`config.mk`:
```
export PLATFORM = sky130hd
export DESIGN_NAME = msu_msg_sched
export DESIGN_NICKNAME = d
export VERILOG_FILES = /design/src/rtl/msu_msg_sched.sv
export SDC_FILE = /design/constraint.sdc
export NUM_CORES = 1
export LEC_CHECK = 0
export ABC_AREA = 1
export BUFFER_PORTS_ARGS = -buffer_cell sky130_fd_sc_hd__buf_2
export CORE_UTILIZATION = 30
export DETAILED_ROUTE_END_ITERATION = 12
export PLACE_DENSITY = 0.55
export SLEW_MARGIN = 15
export SYNTH_ARGS = -nofsm -noshare
export SYNTH_HDL_FRONTEND = slang
export SYNTH_SLANG_ARGS = --single-unit
```
`constraint.sdc`:
```
create_clock -name clk_sys -period 1.62 [get_ports clk_sys]
set_input_delay 0.324 -clock clk_sys [delete_from_list [all_inputs] [get_ports clk_sys]]
set_output_delay 0.324 -clock clk_sys [all_outputs]
set_load 0.02 [all_outputs]
```
`src/rtl/msu_msg_sched.sv`:
```
// MSU-1 HPS mailbox scheduler: one outstanding 48-bit message, four queued request classes.
// Timeout/retry logic and timeout_err are built only when MSU_SCHED_RETRY_EN is defined.
module msu_msg_sched #(
  parameter logic [23:0] TIMEOUT_CYC = 24'd2_000_000,
  parameter int          MAX_RETRY   = 2
) (
  input  logic        clk_sys,
  input  logic        reset,
  input  logic        track_req,
  input  logic [15:0] track_num,
  input  logic        jump_req,
  input  logic [31:0] jump_sector,
  input  logic        sector_req,
  input  logic        msg_taken,
  output logic [47:0] msg_out,
  output logic        msg_toggle,
  output logic        busy,
  output logic [3:0]  pending,
  output logic        timeout_err
);

  typedef enum logic {S_IDLE = 1'b0, S_WAIT = 1'b1} state_t;

  state_t      state_r;
  logic        track_old_r;
  logic        jump_old_r;
  logic        sector_old_r;
  logic [3:0]  pend_r;          // {reset, track, jump, sector}
  logic [15:0] track_pay_r;
  logic [31:0] jump_pay_r;
  logic        out_track_r;     // outstanding message is a track mount
  logic [47:0] msg_r;
  logic        tog_r;

  logic        track_edge_s;
  logic        jump_edge_s;
  logic        sector_edge_s;
  logic        sector_ok_s;
  logic [3:0]  sel_s;
  logic [3:0]  pend_next_s;
  logic [47:0] issue_msg_s;

  assign track_edge_s  = track_req  & ~track_old_r;
  assign jump_edge_s   = jump_req   & ~jump_old_r;
  assign sector_edge_s = sector_req & ~sector_old_r;

  // A sector request is pointless while a track mount is queued or in flight.
  assign sector_ok_s = sector_edge_s & ~jump_edge_s & ~pend_r[2]
                     & ~((state_r == S_WAIT) & out_track_r);

  // Priority select of the class to issue this cycle.
  always_comb begin
    sel_s = 4'b0000;
    if (state_r == S_IDLE) begin
      if (pend_r[3])      sel_s = 4'b1000;
      else if (pend_r[2]) sel_s = 4'b0100;
      else if (pend_r[1]) sel_s = 4'b0010;
      else if (pend_r[0]) sel_s = 4'b0001;
      else                sel_s = 4'b0000;
    end else begin
      sel_s = 4'b0000;
    end
  end

  // Issue clears first, new edges set afterwards so a same-cycle request stays queued.
  assign pend_next_s[3] = pend_r[3] & ~sel_s[3];
  assign pend_next_s[2] = (pend_r[2] & ~sel_s[2]) | track_edge_s;
  assign pend_next_s[1] = ((pend_r[1] & ~sel_s[1]) | jump_edge_s) & ~track_edge_s;
  assign pend_next_s[0] = ((pend_r[0] & ~sel_s[0]) | sector_ok_s) & ~track_edge_s & ~jump_edge_s;

  // Message word for the selected class, built from the payload captured before this edge.
  always_comb begin
    issue_msg_s = msg_r;
    case (sel_s)
      4'b1000: issue_msg_s = 48'h0000_0000_00FF;
      4'b0100: issue_msg_s = {16'h0000, track_pay_r, 16'h0035};
      4'b0010: issue_msg_s = {jump_pay_r, 16'h0036};
      4'b0001: issue_msg_s = 48'h0000_0000_0034;
      default: issue_msg_s = msg_r;
    endcase
  end

`ifdef MSU_SCHED_RETRY_EN
  logic [23:0] timer_r;
  logic [1:0]  retry_r;
  logic        err_r;
`endif

  // Request capture, queue update and the IDLE/WAIT mailbox FSM.
  always_ff @(posedge clk_sys) begin
    if (reset) begin
      state_r      <= S_IDLE;
      track_old_r  <= 1'b0;
      jump_old_r   <= 1'b0;
      sector_old_r <= 1'b0;
      pend_r       <= 4'b1000;
      track_pay_r  <= 16'h0000;
      jump_pay_r   <= 32'h0000_0000;
      out_track_r  <= 1'b0;
      msg_r        <= 48'h0000_0000_0000;
      tog_r        <= 1'b0;
`ifdef MSU_SCHED_RETRY_EN
      timer_r      <= 24'd0;
      retry_r      <= 2'd0;
      err_r        <= 1'b0;
`endif
    end else begin
      track_old_r  <= track_req;
      jump_old_r   <= jump_req;
      sector_old_r <= sector_req;
      pend_r       <= pend_next_s;
      if (track_edge_s) track_pay_r <= track_num;
      if (jump_edge_s)  jump_pay_r  <= jump_sector;
      case (state_r)
        S_IDLE: begin
          if (|sel_s) begin
            msg_r       <= issue_msg_s;
            tog_r       <= ~tog_r;
            out_track_r <= sel_s[2];
            state_r     <= S_WAIT;
`ifdef MSU_SCHED_RETRY_EN
            timer_r     <= 24'd0;
            retry_r     <= 2'd0;
`endif
          end
        end
        S_WAIT: begin
          if (msg_taken) begin
            state_r <= S_IDLE;
          end
`ifdef MSU_SCHED_RETRY_EN
          else if (timer_r == TIMEOUT_CYC - 24'd1) begin
            if (retry_r < 2'(MAX_RETRY)) begin
              tog_r   <= ~tog_r;
              timer_r <= 24'd0;
              retry_r <= retry_r + 2'd1;
            end else begin
              err_r   <= 1'b1;
              state_r <= S_IDLE;
            end
          end else if (timer_r != 24'hFF_FFFF) begin
            timer_r <= timer_r + 24'd1;
          end
`endif
        end
        default: state_r <= S_IDLE;
      endcase
    end
  end

  assign msg_out    = msg_r;
  assign msg_toggle = tog_r;
  assign busy       = (state_r == S_WAIT);
  assign pending    = pend_r;

`ifdef MSU_SCHED_RETRY_EN
  assign timeout_err = err_r;
`else
  logic unused_cfg;
  assign unused_cfg  = (^TIMEOUT_CYC) ^ (MAX_RETRY != 0);
  assign timeout_err = 1'b0;
`endif

endmodule

```
==> impl_metrics.ini, run 1 <==
[global_routing]
antenna_found_initial = 0
grt_max_degree = 56
grt_overflow = 0
grt_pass1_vias = 3351
grt_usage_pct = 16.6
grt_pass1_wl_mm = 16.8

[clock_tree]
clkSinkCount = 94
clock_path_buffers = 2
tritoncts = yes
clkSlewWorstSetupHoldPaths_ns = 0.06
clockRootBuffer = clkbuf_16
h-tree-depth = 3
numCtsBuffers = 9
clock_latency_ns = 0.34

[finish]
antennaDiodeCount = 0
drive_above_1_share_pct = 26.0
n_fill_cell = 1265
final_nets = 630
areaGrowthSynthToFinish_pct = 25.2
layout.cells.non_filler = 749

[worst_setup_path]
cp_cell_sequence = buf_4, buf_2
start_kind = register
r2r.worst_path.cells = 5
end_kind = output pin
r2r_end = msg_out[1]
worstPathRequired_ns = 1.30
crit_arrival_ns = 1.19
r2r_start = pending[3]
path_delay_family = buffers and inverters
r2r_slack_ns = 0.22
crit_path_max_fanout = 20
cpMaxStageDelayCell = dfxtp_1
cp.buffers_inverters = 2
crit_path_max_incr_delay_ns = 0.37
critical_path_class = reg -> out

[synthesis]
syn_area_um2 = 3780
postSynthAreaPerCell_um2 = 7.80
synth-compound-area-share_pct = 12.5
yosysUniqueCellTypes = 24
syn_inst = 485
ys.flop_type = dfxtp_1
synth_mux_area_share_pct = 0
synth_simple_gate_area_share_pct = 27.4
synth_edf_count = 0
synthXorXnorAreaFrac_pct = 0
synth_top_family_by_area = simple AND/OR/NAND/NOR gates
synth_fa_ha_area_share_pct = 0
ys_ff_latch = 94
synth-async-reset-ratio_pct = 0
ys_warn_count = 0
ys_seq_area_share_pct = 49.7

[floorplanning]
die_y_um = 114
core_um2 = 12200
start_util_pct = 31.1
die_w_um = 114
die_area_um2 = 13100
num_rows = 40
ios = 109

[sta]
slew_violations = 0
min_period_over_period_pct = 93.7
final.min_clock_period_ns = 1.52
finalSetupViolations = 0
setup_ws_ns = 0.102
holdWs_ns = 0.206
hold_viol_final = 0
skew_ns = 0.00494
rsz0062_at_grt = no
setup-tns-final_ns = 0
clock.fmax_mhz = 659

[routing]
viasPerCell = 4.58
first_pass_iters = 6
drt_wl_total_mm = 10.2
remaining_drc_errors = 0
wl_met3_um = 480
wirelength_met1_mm = 4.92
num_vias = 3432
met2_length_mm = 4.71
top_layer_used = met4
wl_per_cell_um = 13.6
ant_nets = 0
drt_iter0_markers = 206

[power]
p_clk_share_pct = 41.1
p_per_area_nw_per_um2 = 1160
switching_share_pct = 25.6
total_power_mw = 5.48
ir_drop_mv = 0.562
leakage_nw = 2.14
p_sw_mw = 1.40
power.share.combinational_pct = 12.8
seq_power_share_pct = 46.1
internal_power_mw = 4.08

[run]
cap_violations = 0

[min_path]
hold_end = jump_pay_r[23]
min_delay_path_depth = 3
min_path_type = in -> reg
hold_path.startpoint = jump_sector[23]

[place]
dp_slack_ns = 0.211
placed_cells = 733
gp_congestion = 0.768
port_buffers = 99
dp_hpwl_mm = 7.05

[status]
status = finished, final reports clean
-- power by group through the flow --
| stage | registers (mW) | logic (mW) | clock network, mW |
|---|---|---|---|
| global route | 2.54 | 0.780 | 2.39 |
| CTS | 2.53 | 0.708 | 2.30 |
| floorplan | 2.60 | 0.437 | 0 |
| global placement | 2.57 | 0.692 | 0 |
| finish | 2.53 | 0.699 | 2.25 |
| detailed placement | 2.58 | 0.703 | 0 |
-- worst reg2reg max path, cell delays in order, from the launching register on --
cell,delay (ns)
dfxtp_1,0.39
o21ai_4,0.44
buf_4,0.26
nand3_1,0.09
nand2_1,0.09
nor2_1,0.04
-- synth_stat cells (2+ instances only) --
master,n,area [um2]
buf_2,8,40.0
a21oi_1,38,190
nand4_1,16,100
nand2_1,42,158
buf_6,3,33.8
nor2_1,106,398
nand3_2,10,100
buf_4,17,128
dfxtp_1,94,1880
inv_1,26,97.6
nor2_2,2,12.5
clkinv_1,2,7.51
nand3_1,44,220
clkbuf_1,17,63.8
o21ai_0,51,255
-- per-layer routing --
layer | track usage, % | vias to the layer above
met3 | 4.34 | 7
met4 | 5.71 | 0
met2 | 26.7 | 69
li1 | - | 1742
met5 | 0 | -
met1 | 21.4 | 1614
-- flip-flops by register name (all words and copies together) (netlist names) --
| signal | cells |
|---|---|
| msg_out | 36 |
| jump_pay_r | 32 |
| track_pay_r | 16 |
| pending | 4 |
| busy | 1 |
| jump_old_r | 1 |
| msg_toggle | 1 |
| out_track_r | 1 |
| sector_old_r | 1 |
| track_old_r | 1 |
-- through the flow --
step           cell area (um2)  utilization (%)
2_1_floorplan             3810                -
3_5_place_dp              4420             36.3
5_1_grt                   4740             39.0
6_report                  4740             39.0
4_1_cts                   4740             39.0
3_3_place_gp              4420             36.3
-- cells by family (layout without fill, tap and decap cells) --
logic type / after synthesis / count (layout)
flip-flops: 94 / 94
other: 1 / 9
AND/OR/NAND/NOR: 224 / 224
buffers and inverters: 75 / 163
AO/OA/AOI/OAI: 91 / 91
-- area by class of cell --
type                       count  area [um2]  share of cell area [%]
sequential                    94        1880                    39.7
multi-input combinational    324        1560                    32.8
clock buffer                  13         250                    5.28
timing repair buffer         118         663                    14.0
tap                          168         210                    4.44
clock inverter                 3        67.6                    1.43
inverter                      29         109                    2.30
-- cells in the final DEF (no fill, tap or decap), drive strengths merged --
cell type,synthesis,routed
conb,1,9
nand3,54,54
bufinv,0,2
clkinvlp,0,1
nor3,1,1
o21ai,52,52
inv,27,27
nand4,16,16
buf,29,118
dfxtp,94,94
clkinv,2,2
nor2,110,110
a21oi,38,38
clkbuf,17,13
nand2,43,43
o211ai,1,1
-- how the worst max path moves through the flow --
stage	start	cells past startpoint	end	slack, ns
2_1_floorplan	pending[2]	5	msg_out[1]	0.28
3_3_place_gp	track_req	7	track_pay_r[7]	0.23
3_5_place_dp	pending[3]	5	msg_out[1]	0.21
4_1_cts	pending[2]	2	pending[2]	0.03
5_1_grt	pending[1]	2	pending[1]	0.03
6_report	pending[1]	2	pending[1]	0.10
-- repair_timing --
item	CTS	global route
resized for setup	0	1
buffers inserted	0	0
hold buffers	0	0
setup endpoints to repair	0	1
No activity file was read; power rests on OpenSTA's default activity.
==> run 2, diff against run 1 <==
Settings changed: GPL_TIMING_DRIVEN from default to 0.
==> run 2 against run 1 <==
Combinational power is 4.6% higher. Power rose by 0.85%. Register-to-register slack got worse by 0.07 ns. Core utilization grew 0.98 points. Sequential share of layout area fell by 1.0 points. Die area unchanged. Worst setup slack better by 0.044 ns. First-iteration DRC count decreased by 19%. Final area is 2.5% higher. Fmax grew 3.0%. Cell count grew 3.6%. Flip-flop and latch count unchanged.
==> impl_metrics.ini, run 2 (synthesized netlist as in run 1, its figures left out) <==
[status]
status = finished, final reports clean

[floorplanning]
start_util_pct = 31.1
ios = 109
die_y_um = 114
num_rows = 40
die_area_um2 = 13100
core_um2 = 12200
die_w_um = 114

[place]
gp_congestion = 0.795
port_buffers = 99
dpl_cell_area_um2 = 4520
placed_cells = 760
dp_hpwl_mm = 7.66

[sta]
hold_viol_final = 0
setup-tns-final_ns = 0
clock.fmax_mhz = 678
max-slew-margin-rel_pct = 64.1
tightest_slew_ns = 0.538
min_period_over_period_pct = 91.0
finalSetupViolations = 0
final.min_clock_period_ns = 1.47
skew_ns = 0.00646
rsz0062_at_grt = no
slew_violations = 0

[finish]
antennaDiodeCount = 0
layout.cells.non_filler = 776
drive_above_1_share_pct = 27.1
n_fill_cell = 1297
multi_input_area_um2 = 1550
areaGrowthSynthToFinish_pct = 28.3
largest_reg_flops = 36
final_nets = 657
layout_common_cells = 107 x buf_2, 105 x nor2_1, 94 x dfxtp_1, 51 x o21ai_0, 44 x nand3_1
post-route-cell-area_um2 = 4860
layout_commonest_cell = buf_2
final-seq-area_um2 = 1880

[power]
ir_drop_mv = 0.564
p_per_area_nw_per_um2 = 1140
total_power_mw = 5.52
leakage_nw = 2.21

[clock_tree]
clock_path_buffers = 2
tritoncts = yes
cts_hold_repair.buffers = 0
clock_latency_ns = 0.33
clkSlewWorstSetupHoldPaths_ns = 0.07
clkSinkCount = 94
h-tree-depth = 3
clockRootBuffer = clkbuf_16
numCtsBuffers = 9

[worst_setup_path]
cp.buffers_inverters = 3
cpMaxStageDelayCell = dfxtp_1
start_kind = register
crit_arrival_ns = 1.73
worstPathRequired_ns = 1.88
end_kind = register
critical_path_class = reg -> reg
cp_cell_sequence = inv_2, buf_6, o21ai_4, buf_2, nand3_1, a21oi_1
crit_path_max_incr_delay_ns = 0.46
path_delay_family = buffers and inverters
crit_path_max_fanout = 10

[min_path]
min_path_type = in -> reg

[routing]
num_vias = 3565
remaining_drc_errors = 0
viasPerCell = 4.59
first_pass_iters = 4
drt_iter0_markers = 166
wl_per_cell_um = 13.5
ant_nets = 0
drt_wl_total_mm = 10.5

[run]
cap_violations = 0

[global_routing]
grt_pass1_wl_mm = 16.9
grt_usage_pct = 16.8
grt_overflow = 0
antenna_found_initial = 0
grt_pass1_vias = 3462
grt_max_degree = 16
## run 2: layout make-up
type	count	share of cell area, %
flip-flops and latches	94	38.7
multi-input cells	324	31.9
inverters	29	2.32
repair buffers	99	10.2
clock buffers	10	4.92
plain buffers	46	5.80
clock inverters	6	1.75
well taps	168	4.33
## run 2: repair_timing
action / in CTS / in global routing
setup buffers: 0 / 0
setup endpoints to repair: 0 / 40
gates resized for setup: 0 / 5
hold endpoints to repair: 0 / 0
## run 2: path summary, 6_finish.rpt
kind / slack, ns / cells after the start / start / to
min reg2reg: 0.45 / 2 / jump_pay_r[19] / msg_out[35]
max: 0.15 / 6 / busy / msg_out[45]
max reg2reg: 0.15 / 6 / busy / msg_out[45]
min: 0.21 / 3 / track_num[13] / track_pay_r[13]
## run 2: routing by layer
| metal | GRT usage (%) | share of wire (%) |
|---|---|---|
| met5 | 0 | 0 |
| met4 | 5.45 | 1.1 |
| met3 | 3.81 | 5.4 |
| met2 | 28.9 | 47 |
| met1 | 20.8 | 46 |
## run 2: per-stage QoR
step / hold WS (ns) / worst slack [ns] / utilization [%]
3_5_place_dp: 0.452 / -0.136 / 37.2
2_1_floorplan: 0.431 / 0.276 / -
3_3_place_gp: 0.446 / -0.121 / 37.2
6_report: 0.212 / 0.146 / 39.9
4_1_cts: 0.203 / 0.0127 / 39.8
5_1_grt: 0.213 / 0.00156 / 39.9
## run 2: worst reg2reg max path: stages, from the launching register on
cell and delay (ns):
dfxtp_1 0.46, inv_2 0.08, buf_6 0.16, o21ai_4 0.14, buf_2 0.31, nand3_1 0.11
a21oi_1 0.14
## run 2: power breakdown
part	internal, mW	switching [mW]
sequential	2.45	0.0818
clock	1.39	0.875
combinational	0.251	0.480
